<file path="config.mk">
export PLATFORM = sky130hd
export DESIGN_NAME = vcache_stat_tx
export DESIGN_NICKNAME = d
export VERILOG_FILES = /design/src/rtl/vcache_stat_pkg.sv /design/src/rtl/vcache_stat_ctr.sv /design/src/rtl/vcache_stat_tx.sv
export SDC_FILE = /design/constraint.sdc
export NUM_CORES = 1
export LEC_CHECK = 0
export ABC_CLOCK_PERIOD_IN_PS = 2700
export BUFFER_PORTS_ARGS = -buffer_cell sky130_fd_sc_hd__buf_2
export CORE_MARGIN = 4
export CORE_UTILIZATION = 25
export DETAILED_ROUTE_END_ITERATION = 12
export PLACE_DENSITY = 0.43
export RECOVER_POWER = 25
export SETUP_SLACK_MARGIN = 0.3
export SYNTH_ARGS = -nofsm -noshare
export SYNTH_HDL_FRONTEND = slang
export SYNTH_SLANG_ARGS = --single-unit
</file>
<file path="constraint.sdc">
create_clock -name clk_i -period 2.7 [get_ports clk_i]
set_clock_uncertainty 0.2 [all_clocks]
set_input_delay 0.135 -clock clk_i [delete_from_list [all_inputs] [get_ports clk_i]]
set_output_delay 0.135 -clock clk_i [all_outputs]
set_load 0.005 [all_outputs]
</file>
<file path="src/rtl/vcache_stat_pkg.sv">
// Shared constants and enums for the vcache statistics record transmitter.
// The record is a fixed sequence of words; the index enum names each slot.
package vcache_stat_pkg;

    localparam int unsigned rec_len_lp  = 7;
    localparam int unsigned num_ctr_lp  = 4;

    typedef enum logic [2:0] {
        W_ID      = 3'd0,
        W_CTR     = 3'd1,
        W_TAG     = 3'd2,
        W_LD      = 3'd3,
        W_ST      = 3'd4,
        W_LD_MISS = 3'd5,
        W_ST_MISS = 3'd6
    } word_idx_e;

    typedef enum logic {
        IDLE = 1'b0,
        SEND = 1'b1
    } state_e;

    localparam word_idx_e last_idx_lp = word_idx_e'(rec_len_lp - 1);

endpackage

</file>
<file path="src/rtl/vcache_stat_ctr.sv">
// Wrapping event counter with enable and asynchronous active-low clear.
module vcache_stat_ctr #(
    parameter int width_p = 32
) (
    input  logic               clk_i,
    input  logic               reset_n_i,
    input  logic               en_i,
    output logic [width_p-1:0] count_o
);

    logic [width_p-1:0] count_reg;

    always_ff @(posedge clk_i or negedge reset_n_i) begin
        if (!reset_n_i) begin
            count_reg <= '0;
        end else if (en_i) begin
            count_reg <= count_reg + width_p'(1);
        end
    end

    assign count_o = count_reg;

endmodule

</file>
<file path="src/rtl/vcache_stat_tx.sv">
// Counts accepted cache loads/stores (and their misses) and, on request, streams
// a 7-word snapshot record out over a valid/ready port.
module vcache_stat_tx
    import vcache_stat_pkg::*;
#(
    parameter int          data_width_p  = 32,
    parameter int unsigned instance_id_p = 0
) (
    input  logic                    clk_i,
    input  logic                    reset_n_i,
    input  logic                    v_i,
    input  logic                    yumi_i,
    input  logic                    miss_v_i,
    input  logic                    ld_op_i,
    input  logic                    st_op_i,
    input  logic [31:0]             global_ctr_i,
    input  logic                    print_stat_v_i,
    input  logic [data_width_p-1:0] print_stat_tag_i,
    output logic                    stat_v_o,
    output logic [data_width_p-1:0] stat_data_o,
    output logic                    stat_last_o,
    input  logic                    stat_ready_i,
    output logic                    busy_o,
    output logic [15:0]             drop_count_o
);

    logic                    accept;
    logic [num_ctr_lp-1:0]   ctr_en;
    logic [data_width_p-1:0] ctr_val [num_ctr_lp];

    state_e    state_reg, state_next;
    word_idx_e idx_reg, idx_next;

    logic [data_width_p-1:0] snap_ctr_reg;
    logic [data_width_p-1:0] snap_tag_reg;
    logic [data_width_p-1:0] snap_cnt_reg [num_ctr_lp];
    logic [15:0]             drop_reg;

    logic send_hs;
    logic last_hs;
    logic take;
    logic drop;

    // Counter order: ld, st, ld_miss, st_miss (matches record words 3..6).
    assign accept = v_i & yumi_i;
    assign ctr_en = {accept & st_op_i & miss_v_i,
                     accept & ld_op_i & miss_v_i,
                     accept & st_op_i,
                     accept & ld_op_i};

    generate
        for (genvar gi = 0; gi < num_ctr_lp; gi++) begin : g_ctr
            vcache_stat_ctr #(
                .width_p (data_width_p)
            ) u_ctr (
                .clk_i     (clk_i),
                .reset_n_i (reset_n_i),
                .en_i      (ctr_en[gi]),
                .count_o   (ctr_val[gi])
            );
        end
    endgenerate

    assign send_hs = (state_reg == SEND) & stat_ready_i;
    assign last_hs = send_hs & (idx_reg == last_idx_lp);

    always_ff @(posedge clk_i or negedge reset_n_i) begin
        if (!reset_n_i) begin
            state_reg <= IDLE;
            idx_reg   <= W_ID;
        end else begin
            state_reg <= state_next;
            idx_reg   <= idx_next;
        end
    end

    // A request is honoured when idle or exactly on the last-word handshake,
    // so back-to-back records run without a bubble.
    always_comb begin
        state_next = state_reg;
        idx_next   = idx_reg;
        take       = 1'b0;
        drop       = 1'b0;
        case (state_reg)
            IDLE: begin
                if (print_stat_v_i) begin
                    take       = 1'b1;
                    state_next = SEND;
                    idx_next   = W_ID;
                end
            end
            SEND: begin
                if (last_hs) begin
                    idx_next = W_ID;
                    if (print_stat_v_i) begin
                        take       = 1'b1;
                        state_next = SEND;
                    end else begin
                        state_next = IDLE;
                    end
                end else begin
                    drop = print_stat_v_i;
                    if (send_hs) begin
                        idx_next = word_idx_e'(idx_reg + 3'd1);
                    end
                end
            end
            default: begin
                state_next = IDLE;
                idx_next   = W_ID;
            end
        endcase
    end

    // Counter values sampled here are the pre-increment registered values.
    always_ff @(posedge clk_i or negedge reset_n_i) begin
        if (!reset_n_i) begin
            snap_ctr_reg <= '0;
            snap_tag_reg <= '0;
            for (int i = 0; i < num_ctr_lp; i++) begin
                snap_cnt_reg[i] <= '0;
            end
        end else if (take) begin
            snap_ctr_reg <= data_width_p'(global_ctr_i);
            snap_tag_reg <= print_stat_tag_i;
            for (int i = 0; i < num_ctr_lp; i++) begin
                snap_cnt_reg[i] <= ctr_val[i];
            end
        end
    end

    always_ff @(posedge clk_i or negedge reset_n_i) begin
        if (!reset_n_i) begin
            drop_reg <= '0;
        end else if (drop && (drop_reg != 16'hFFFF)) begin
            drop_reg <= drop_reg + 16'd1;
        end
    end

    always_comb begin
        stat_data_o = '0;
        if (state_reg == SEND) begin
            case (idx_reg)
                W_ID:      stat_data_o = data_width_p'(instance_id_p);
                W_CTR:     stat_data_o = snap_ctr_reg;
                W_TAG:     stat_data_o = snap_tag_reg;
                W_LD:      stat_data_o = snap_cnt_reg[0];
                W_ST:      stat_data_o = snap_cnt_reg[1];
                W_LD_MISS: stat_data_o = snap_cnt_reg[2];
                W_ST_MISS: stat_data_o = snap_cnt_reg[3];
                default:   stat_data_o = '0;
            endcase
        end
    end

    assign busy_o       = (state_reg == SEND);
    assign stat_v_o     = busy_o;
    assign stat_last_o  = stat_v_o & (idx_reg == last_idx_lp);
    assign drop_count_o = drop_reg;

endmodule

</file>
# [After elaboration in Yosys (flattened, before gate mapping)]
# Index checks and enable logic that the tools add are counted.
[word_totals] inputBits=73 ff_bits=340 output_inout_bits=51
[op_classes] add_sub_neg=6 n_reduce_logical=2 eq_ne=9 n_bitwise=9 mux=13
[ops] operator="$pmux W32 S6" n=1
[ops] operator="$add A32 B1 Y32 const B" n=4
[ops] operator="$mux W32" n=1
[ops] operator="$add A16 B1 Y16 const B" n=1
[ops] operator="$ne A16 B16 Y1 const B" n=1
[ops] operator="$eq A3 B3 Y1 const B" n=3
[ops] operator="$mux W3" n=3
[ops] operator="$and A1 B1 Y1" n=8
[ops] operator="$eq A3 B2 Y1 const B" n=2
[ops] operator="$pmux W3 S2" n=1
[ops] operator="$mux W1" n=5
[ops] operator="$pmux W1 S2" n=2
[ops] operator="$add A3 B1 Y3 const B" n=1
[ops] operator="$eq A3 B1 Y1 const B" n=1
[ops] operator="$ne A3 B1 Y1 const B" n=1
[ops] operator="$ne A2 B2 Y1 const B" n=1
[ops] operator="$reduce_and A2 Y1" n=1
[ops] operator="$logic_and A1 B1 Y1" n=1
[ops] operator="$not A1 Y1" n=1

# [Longest topological paths before layout]
# Gate-level depths: netlist (run 1).
[depth] word_depth=5 ltp_mapped=7

# [Hierarchy]
# Synthesis (run 1) repeated with hierarchy kept, for this count alone.
[unflattened] cells_unflattened=1185 hier_area_um2=15230.9
[modules_own_cells] module="vcache_stat_tx" seq_area_each_um2=5305.1 area_per_inst_um2=9435.3 instances=1 cells_per_inst=693
[modules_own_cells] module="vcache_stat_ctr" seq_area_each_um2=800.8 area_per_inst_um2=1448.9 instances=4 cells_per_inst=123

# [Least setup slack after synthesis (run 1)]
# Ideal clock, no wire load.
[synth_timing] path_type="register to register" startpoint="register idx_reg[0]" endpoint="register snap_ctr_reg[0]" path_slack_ns=0.628 required_ns=2.375 path_buffers=2 stages_incl_launch_ff=8 setup_time_ns=0.125 t_arrival_ns=1.747 cell_sequence="dfrtp_1 > inv_1 > ha_1 > nand3_1 > a21boi_1 > buf_2 > buf_4 > mux2_2"
[synth_between] elab_chain_len=4
[synth_lines] element="start, declared" line="vcache_stat_tx.sv:32" source="word_idx_e idx_reg, idx_next;"
[synth_lines] element="start signal, assigned" line="vcache_stat_tx.sv:73" source="idx_reg <= idx_next;"
[synth_lines] element="$eq A3 B3 Y1" line="vcache_stat_tx.sv:65" source="assign last_hs = send_hs & (idx_reg == last_idx_lp);"
[synth_lines] element="$and A1 B1 Y1" line="vcache_stat_tx.sv:65"
[synth_lines] element="$mux W1" line="vcache_stat_tx.sv:93" source="if (last_hs) begin"
[synth_lines] element="$pmux W1 S2" line="vcache_stat_tx.sv:84" source="case (state_reg)"
[synth_lines] element="end signal, assigned" line="vcache_stat_tx.sv:124" source="snap_ctr_reg <= data_width_p'(global_ctr_i);"
[synth_lines] element="end, declared" line="vcache_stat_tx.sv:34" source="logic [data_width_p-1:0] snap_ctr_reg;"
# Every way passes these cells.
# A chain may end at the register's enable or synchronous reset.

# [Final worst setup path (run 1)]
[layout_timing] startpoint="register idx_reg[1]" endpoint="output port stat_data_o[6]"
[layout_between] elab_chain_len=3 word_cells_on_any_way=8
[layout_lines] element="$eq A3 B3 Y1, or another cell as far along" line="vcache_stat_tx.sv:143" source="case (idx_reg)"
[layout_lines] element="$pmux W32 S6 *" line="vcache_stat_tx.sv:143"
[layout_lines] element="$mux W32 *" line="vcache_stat_tx.sv:142" source="if (state_reg == SEND) begin"
[layout_lines] element="end, declared" line="vcache_stat_tx.sv:20" source="output logic [data_width_p-1:0] stat_data_o,"
# Every way passes the cells marked *; elsewhere a longest branch is shown, timed or not.

==> flow_summary_export.csv, run 1 <==
group,metric,value,unit
logic_synthesis,synth_area,0.0156,mm2
drt,detail_route.vias_per_cell,4.60,
clocking,h-tree-depth,2,
timing,worst_pin_slew,1.30,ns
global_route,use_met2,0.205,
worst_setup_path,cp.required,2.37,ns
placement,portBuffers,123,
global_route,grt_use_met3,0.0260,
floorplan,fp.dieW,257,um
drt,vias,10900,
finish,antennaDiodeCount,0,
logic_synthesis,synthCells,1220,
worst_setup_path,worstSetupEndpointType,"output port",
run_status,status,"finished with violations",
worst_setup_path,crit_arrival,2.67,ns
pwr,peakVddDrop,0.503,mV
logic_synthesis,synth_top_area_frac,0.547,
global_route,grt_use_met1,0.217,
finish,fin_nets,1576,
clocking,cts_tree,"built",
floorplan,num_io_pins,124,
global_route,grt_start_max_net_pins,71,
timing,rsz0062_at_grt,"yes",
timing,hold_slack,0.121,ns
timing,period_needed,3.01,ns
finish,syn2layout_area_growth,33.1,%
logic_synthesis,ys_seq_area_frac,0.547,
placement,post_dp_cell_area,0.0175,mm2
floorplan,core-area,0.0616,mm2
drt,wl_per_cell,20.3,um
timing,slew_headroom,0.135,
clocking,clk_path_buf_depth,3,
logic_synthesis,yosysTopAreaCell,"dfrtp_1",
timing,fmax,332,MHz
run_status,violations,"setup timing",
floorplan,rows,91,
timing,finalWorstSetupSlack,-0.309,ns
finish,layout-drive-gt1-share,0.390,
timing,hold_viol_final,0,
floorplan,die_h,257,um
min_path,min_path_type,"in2reg",
logic_synthesis,yosys-top-cells-area,"dfrtp_1 (55%), mux2_2 (16%), xnor2_1 (4.6%)",
global_route,grt_use_total,0.142,
drt,drt_iter0_markers,805,
logic_synthesis,ys_ff_latch,340,
timing,post-route-period-util,1.11,
run,drv_cap,0,
drt,dr.pass1.iters,5,
logic_synthesis,synth_fp_nets,1303,
timing,drv_slew,0,
global_route,grt_pass1_wl,72.6,mm
worst_setup_path,crit_path_start_kind,"flop",
timing,tns,-2.96,ns
finish,design_area,0.0207,mm2
worst_setup_path,worstSetupPathType,"reg2out",
pwr,power.leakage,9.32,nW
placement,dp_hpwl,33.7,mm
timing,final-setup-viol-count,20,
logic_synthesis,syn_area_per_cell,12.7,um2
logic_synthesis,synth_edf_count,0,
global_route,antenna_found_initial,1,
logic_synthesis,ys_types,48,
global_route,gr-max-usage-layer,"met1",
drt,detail-route-antenna-nets,0,
logic_synthesis,synth-main-ff-cell,"dfrtp_1",
worst_setup_path,crit_fanout,5,
placement,place.gp.congestion,0.795,
drt,totalWireLength,48.0,mm
logic_synthesis,ys_warn_count,0,
placement,dp_slack,0.112,ns
clocking,clock_sinks,340,
drt,drc,0,
global_route,overflow,0,
clocking,cts_buffers,41,
clocking,cts-root-buf,"clkbuf_16",
global_route,grt_pass1_vias,11200,
floorplan,die-area,0.0663,mm2
pwr,powerDensity,850,mW/mm2
clocking,path_clk_slew,0.06,ns
logic_synthesis,async_flop_share,1.00,
floorplan,initial_core_util,0.252,
pwr,totalPowerFinal,17.6,mW
clocking,worstSkewPairLatency,0.57,ns
-- Yosys cell counts (2+ instances only) --
master	n
nand4b_1	2
buf_4	20
mux2_2	218
a22oi_1	58
xor2_1	58
nor2b_1	2
buf_6	5
a222oi_1	5
xnor2_1	81
nand2_1	88
nor4_2	9
nor3_1	27
a21oi_1	4
nand4_1	41
nor2_2	2
nand3b_1	2
and4_1	19
o21ai_0	2
nand4_4	7
a31oi_1	27
nor4_1	11
dfrtp_1	340
nand3_1	48
or2_2	2
inv_1	14
and2_1	12
nor4_4	4
ha_1	10
buf_2	15
and3_1	20
or4_1	2
clkbuf_1	20
nor2_1	19
mux2_1	11
nor4b_1	2
-- worst max-delay path, cell delays in order, from the launching register on --
cell,delay [ns]
dfrtp_1,0.43
ha_2,0.22
ha_4,0.18
buf_12,0.13
a222oi_1,0.77
a21oi_1,0.21
buf_2,0.17
-- final cells by class --
cell class / instances / area (um2)
fill: 6135 / 40900
timing repair buffer: 290 / 2430
sequential: 340 / 8510
clock buffer: 60 / 1220
multi-input combinational: 806 / 7220
clock inverter: 14 / 228
inverter: 14 / 52.6
tap: 837 / 1050
-- metrics by stage --
stage                     cells  utilization
after global routing       2361        0.336
final                      2361        0.336
after CTS                  2346        0.330
after floorplan            1220            -
after detailed placement   2175        0.284
after global placement     2175        0.284
-- timing repair --
action | in CTS | in global routing
gates cloned | 2 | 0
endpoints found under the hold margin | 425 | 0
setup endpoints to repair | 63 | 109
hold buffers | 78 | 0
pin swaps | 24 | 18
gates resized for setup | 78 | 82
setup buffers | 17 | 15
-- per-layer routing --
metal | vias to the layer above | wire length (um) | share of wire
met1 | 5569 | 24400 | 0.51
met4 | 0 | 1110 | 0.023
met3 | 68 | 2090 | 0.043
li1 | 4987 | - | -
met5 | - | 0 | 0
met2 | 248 | 20400 | 0.43
-- path summary, 6_finish.rpt --
check	from	endpoint	slack, ns	cells after the start
max in group asynchronous	reset_n_i	drop_count_o[12]	0.34	4
min reg2reg	g_ctr[3].u_ctr.count_o[31]	g_ctr[3].u_ctr.count_o[31]	0.27	1
max reg2reg	idx_reg[2]	snap_tag_reg[15]	0.30	7
min in group asynchronous	reset_n_i	drop_count_o[7]	0.76	3
max	idx_reg[1]	stat_data_o[6]	-0.31	6
min	global_ctr_i[6]	snap_ctr_reg[6]	0.12	3
-- cells by family (layout without fill, tap and decap cells) --
kind of cell / after synthesis / in the layout / share of synthesized area
xor gates and xnor gates: 139 / 139 / 0.0783
DFF: 340 / 340 / 0.547
AOI/OAI and AO/OA: 101 / 101 / 0.0465
and+or+nand+nor: 326 / 326 / 0.127
adders and majority gates: 10 / 10 / 0.00805
buffers and inverters: 74 / 378 / 0.0263
muxes: 230 / 230 / 0.166
-- cells in the final DEF (no fill, tap or decap), drive strengths merged, types with 2 or more instances in the layout --
cell and n:
dfrtp 340, mux2 229, buf 201, nand2 88
xnor2 81, dlygate4sd3 78, clkbuf 70, xor2 58
a22oi 58, nand4 49, nand3 48, nor3 28
a31oi 27, nor4 24, and3 21, nor2 21
and4 20, inv 16, and2 13, ha 10
clkinv 6, a222oi 5, bufinv 5, a21oi 4
nor2b 2, nand3b 2, o21ai 2, nand4b 2
or2 2, or4 2, a21boi 2, nor4b 2
-- power by group --
part	internal, mW	total, mW	switching, mW
clock network	3.62	5.89	2.28
registers	5.95	6.74	0.797
logic	2.61	4.97	2.36
(Power assumes the default switching activity.)
==> inputs of run 2 (changes only) <==
--- a/config.mk
+++ b/config.mk
@@ -15,4 +15,5 @@
 export SETUP_SLACK_MARGIN = 0.3
 export SYNTH_ARGS = -nofsm -noshare
 export SYNTH_HDL_FRONTEND = slang
+export SYNTH_HIERARCHICAL = 1
 export SYNTH_SLANG_ARGS = --single-unit
==> run 2 against run 1 <==
  * The flow now finishes without violations
  * Global-route usage is 0.25 points lower
  * Register-to-register slack gained 0.05 ns
  * Worst hold slack got worse by 0.041 ns
  * Utilization is 0.56 points lower
  * Cell count down 4.2%
  * Power is 4.3% lower
  * Non-clock buffer count is 17 lower
  * Die area decreased by 2.0%
  * Setup slack improved by 0.35 ns
  * Design area fell by 3.6%
  * Highest routed layer unchanged
  * Clock power fell by 8.7%
  * Combinational power down 5.4%
==> flow_summary_export.csv, run 2 <==
group,metric,value,unit
timing,drv_slew,0,
floorplan,die-area,0.0649,mm2
clocking,cts-root-buf,"clkbuf_16",
global_route,grt_use_total,0.140,
global_route,grt_start_max_net_pins,75,
timing,post-route-period-util,0.985,
clocking,cts_buffers,40,
worst_setup_path,cp.required,2.37,ns
timing,final-setup-viol-count,0,
logic_synthesis,synth_area,0.0152,mm2
worst_setup_path,worstSetupPathType,"reg2out",
logic_synthesis,synthCells,1185,
finish,final_common_cell,"dfrtp_1",
finish,syn2layout_area_growth,31.0,%
logic_synthesis,async_flop_share,1.00,
run_status,status,"finished clean",
worst_setup_path,crit_fanout,13,
global_route,overflow,0,
logic_synthesis,yosys-top-cells-area,"dfrtp_1 (56%), mux2_2 (16%), xnor2_1 (4.5%)",
placement,place.gp.congestion,0.805,
finish,fin_nets,1533,
placement,dp_hpwl,31.6,mm
worst_setup_path,crit_chain,"inv_4 > ha_4 > buf_6 > nor2b_4 > buf_12 > a22oi_2 > a31oi_2 > buf_2",
floorplan,num_io_pins,124,
placement,portBuffers,123,
drt,detail_route.vias_per_cell,4.70,
logic_synthesis,synth_fp_nets,1268,
timing,slew_headroom,0.431,
logic_synthesis,ys_types,41,
timing,hold_viol_final,0,
logic_synthesis,synth_edf_count,0,
logic_synthesis,synth_top_area_frac,0.559,
min_path,hold_depth,5,
timing,rsz0062_at_grt,"yes",
global_route,antenna_found_initial,0,
finish,fin_cells,2262,
floorplan,fp.dieW,255,um
min_path,min_from,"v_i",
drt,dr.pass1.iters,6,
timing,period_needed,2.66,ns
finish,layout-drive-gt1-share,0.376,
drt,totalWireLength,46.4,mm
global_route,grt_pass1_wl,69.2,mm
finish,antennaDiodeCount,0,
worst_setup_path,crit_family,"buffers and inverters",
logic_synthesis,yosysTopAreaCell,"dfrtp_1",
placement,dp.cells,2092,
worst_setup_path,cp_slowest_cell,"dfrtp_2",
logic_synthesis,yosysMostFrequentCell,"dfrtp_1",
clocking,h-tree-depth,2,
logic_synthesis,synth_common_cells,"dfrtp_1 (340), mux2_2 (218), xnor2_1 (79)",
logic_synthesis,ys_seq_area_frac,0.559,
worst_setup_path,r2r_end,"g_ctr[1].u_ctr/count_o[26]",
logic_synthesis,ys_warn_count,6,
min_path,holdPathEnd,"g_ctr[1].u_ctr/count_o[2]",
clocking,clk_path_buf_depth,3,
timing,hold_slack,0.0805,ns
clocking,cts_tree,"built",
finish,design_area,0.0199,mm2
min_path,min_path_type,"in2reg",
worst_setup_path,path_buf_inv,4,
floorplan,core-area,0.0604,mm2
worst_setup_path,rr_startpoint,"g_ctr[1].u_ctr/count_o[0]",
placement,post_dp_cell_area,0.0172,mm2
drt,detail-route-antenna-nets,0,
worst_setup_path,worst-r2r-setup-slack,0.35,ns
pwr,powerDensity,844,mW/mm2
drt,drc,0,
run,drv_cap,0,
timing,tns,0,ns
pwr,power.leakage,8.83,nW
finish,layout_common_cells,"dfrtp_1 (338), mux2_2 (218), buf_2 (111)",
clocking,clock_sinks,340,
worst_setup_path,crit_path_start_kind,"flop",
worst_setup_path,reg2reg_depth,6,
logic_synthesis,ys_ff_latch,340,
worst_setup_path,worstSetupEndpointType,"output port",
timing,fmax,376,MHz
floorplan,initial_core_util,0.252,
global_route,grt_pass1_vias,10800,
floorplan,die_h,255,um
clocking,path_clk_slew,0.06,ns
logic_synthesis,syn_area_per_cell,12.9,um2
drt,drt_iter0_markers,692,
clocking,worstSkewPairLatency,0.54,ns
drt,vias,10600,
worst_setup_path,crit_arrival,2.33,ns
logic_synthesis,synth-main-ff-cell,"dfrtp_1",
pwr,peakVddDrop,0.465,mV
timing,worst_pin_slew,0.854,ns
worst_setup_path,cpPeakStageDelay,0.44,ns
pwr,totalPowerFinal,16.8,mW
floorplan,rows,90,
drt,wl_per_cell,20.5,um
[run 2: through the flow]
step | util | setup slack, ns
6_report | 0.330 | 0.0399
3_5_place_dp | 0.285 | 0.336
5_1_grt | 0.330 | -0.0162
4_1_cts | 0.328 | 0.0454
3_3_place_gp | 0.285 | 0.293
2_1_floorplan | - | 0.498
[run 2: final cells by class]
| class | count | area [um2] |
|---|---|---|
| Timing Repair Buffer | 273 | 2330 |
| Timing Repair inverter | 1 | 5.00 |
| Fill cell | 6049 | 40400 |
| Inverter | 14 | 58.8 |
| Tap cell | 782 | 978 |
| Sequential cell | 340 | 8510 |
| Multi-Input combinational cell | 780 | 6760 |
| Clock buffer | 58 | 1160 |
| Clock inverter | 14 | 138 |
[run 2: per-layer routing]
| metal | vias up | share of wire | global-route usage | wire length, um |
|---|---|---|---|---|
| li1 | 4897 | - | - | - |
| met1 | 5370 | 0.51 | 0.217 | 23800 |
| met2 | 305 | 0.41 | 0.199 | 19100 |
| met3 | 58 | 0.057 | 0.0276 | 2660 |
| met4 | 0 | 0.019 | 0.0307 | 887 |
| met5 | - | 0 | 0 | 0 |
[run 2: kinds of logic (layout without fill, tap and decap cells)]
family | count (synthesis) | after routing | synth area share
AND/OR/NAND/NOR | 296 | 296 | 0.117
flip-flops | 340 | 340 | 0.559
XOR/XNOR | 137 | 137 | 0.0788
multiplexers | 221 | 221 | 0.163
adder cells (fa/ha/maj) | 10 | 10 | 0.00821
buffers and inverters | 65 | 360 | 0.0204
AO/OA/AOI/OAI | 116 | 116 | 0.0541
[run 2: report_power, final]
part / switching, mW / internal [mW] / leakage (nW)
Sequential: 0.811 / 5.95 / 4.47
Combinational: 2.29 / 2.42 / 3.71
Clock: 2.20 / 3.18 / 0.640
[run 2: worst max-delay path by stage]
stage,start,to,slack [ns],cells after the start
2_1_floorplan,idx_reg[0],drop_count_o[15],0.50,7
3_3_place_gp,idx_reg[0],stat_data_o[16],0.29,8
3_5_place_dp,idx_reg[0],stat_data_o[15],0.34,7
4_1_cts,idx_reg[1],stat_data_o[15],0.05,8
5_1_grt,idx_reg[1],stat_data_o[4],-0.02,9
6_report,idx_reg[0],stat_data_o[16],0.04,8
[run 2: worst reg2reg max path: cells and delay by family (launching register included)]
kind	cells	cell delay [ns]
flip-flops	1	0.46
buffers and inverters	1	0.26
AND/OR/NAND/NOR	3	0.92
XOR/XNOR	1	0.14
adder cells (fa/ha/maj)	1	0.24
[run 2: repair_timing]
action	CTS	global route
cloned	6	5
pin swaps	24	26
setup buffers	11	3
hold endpoints to repair	417	0
resized for setup	70	28
endpoints found under the setup margin	32	149
hold buffers	73	0
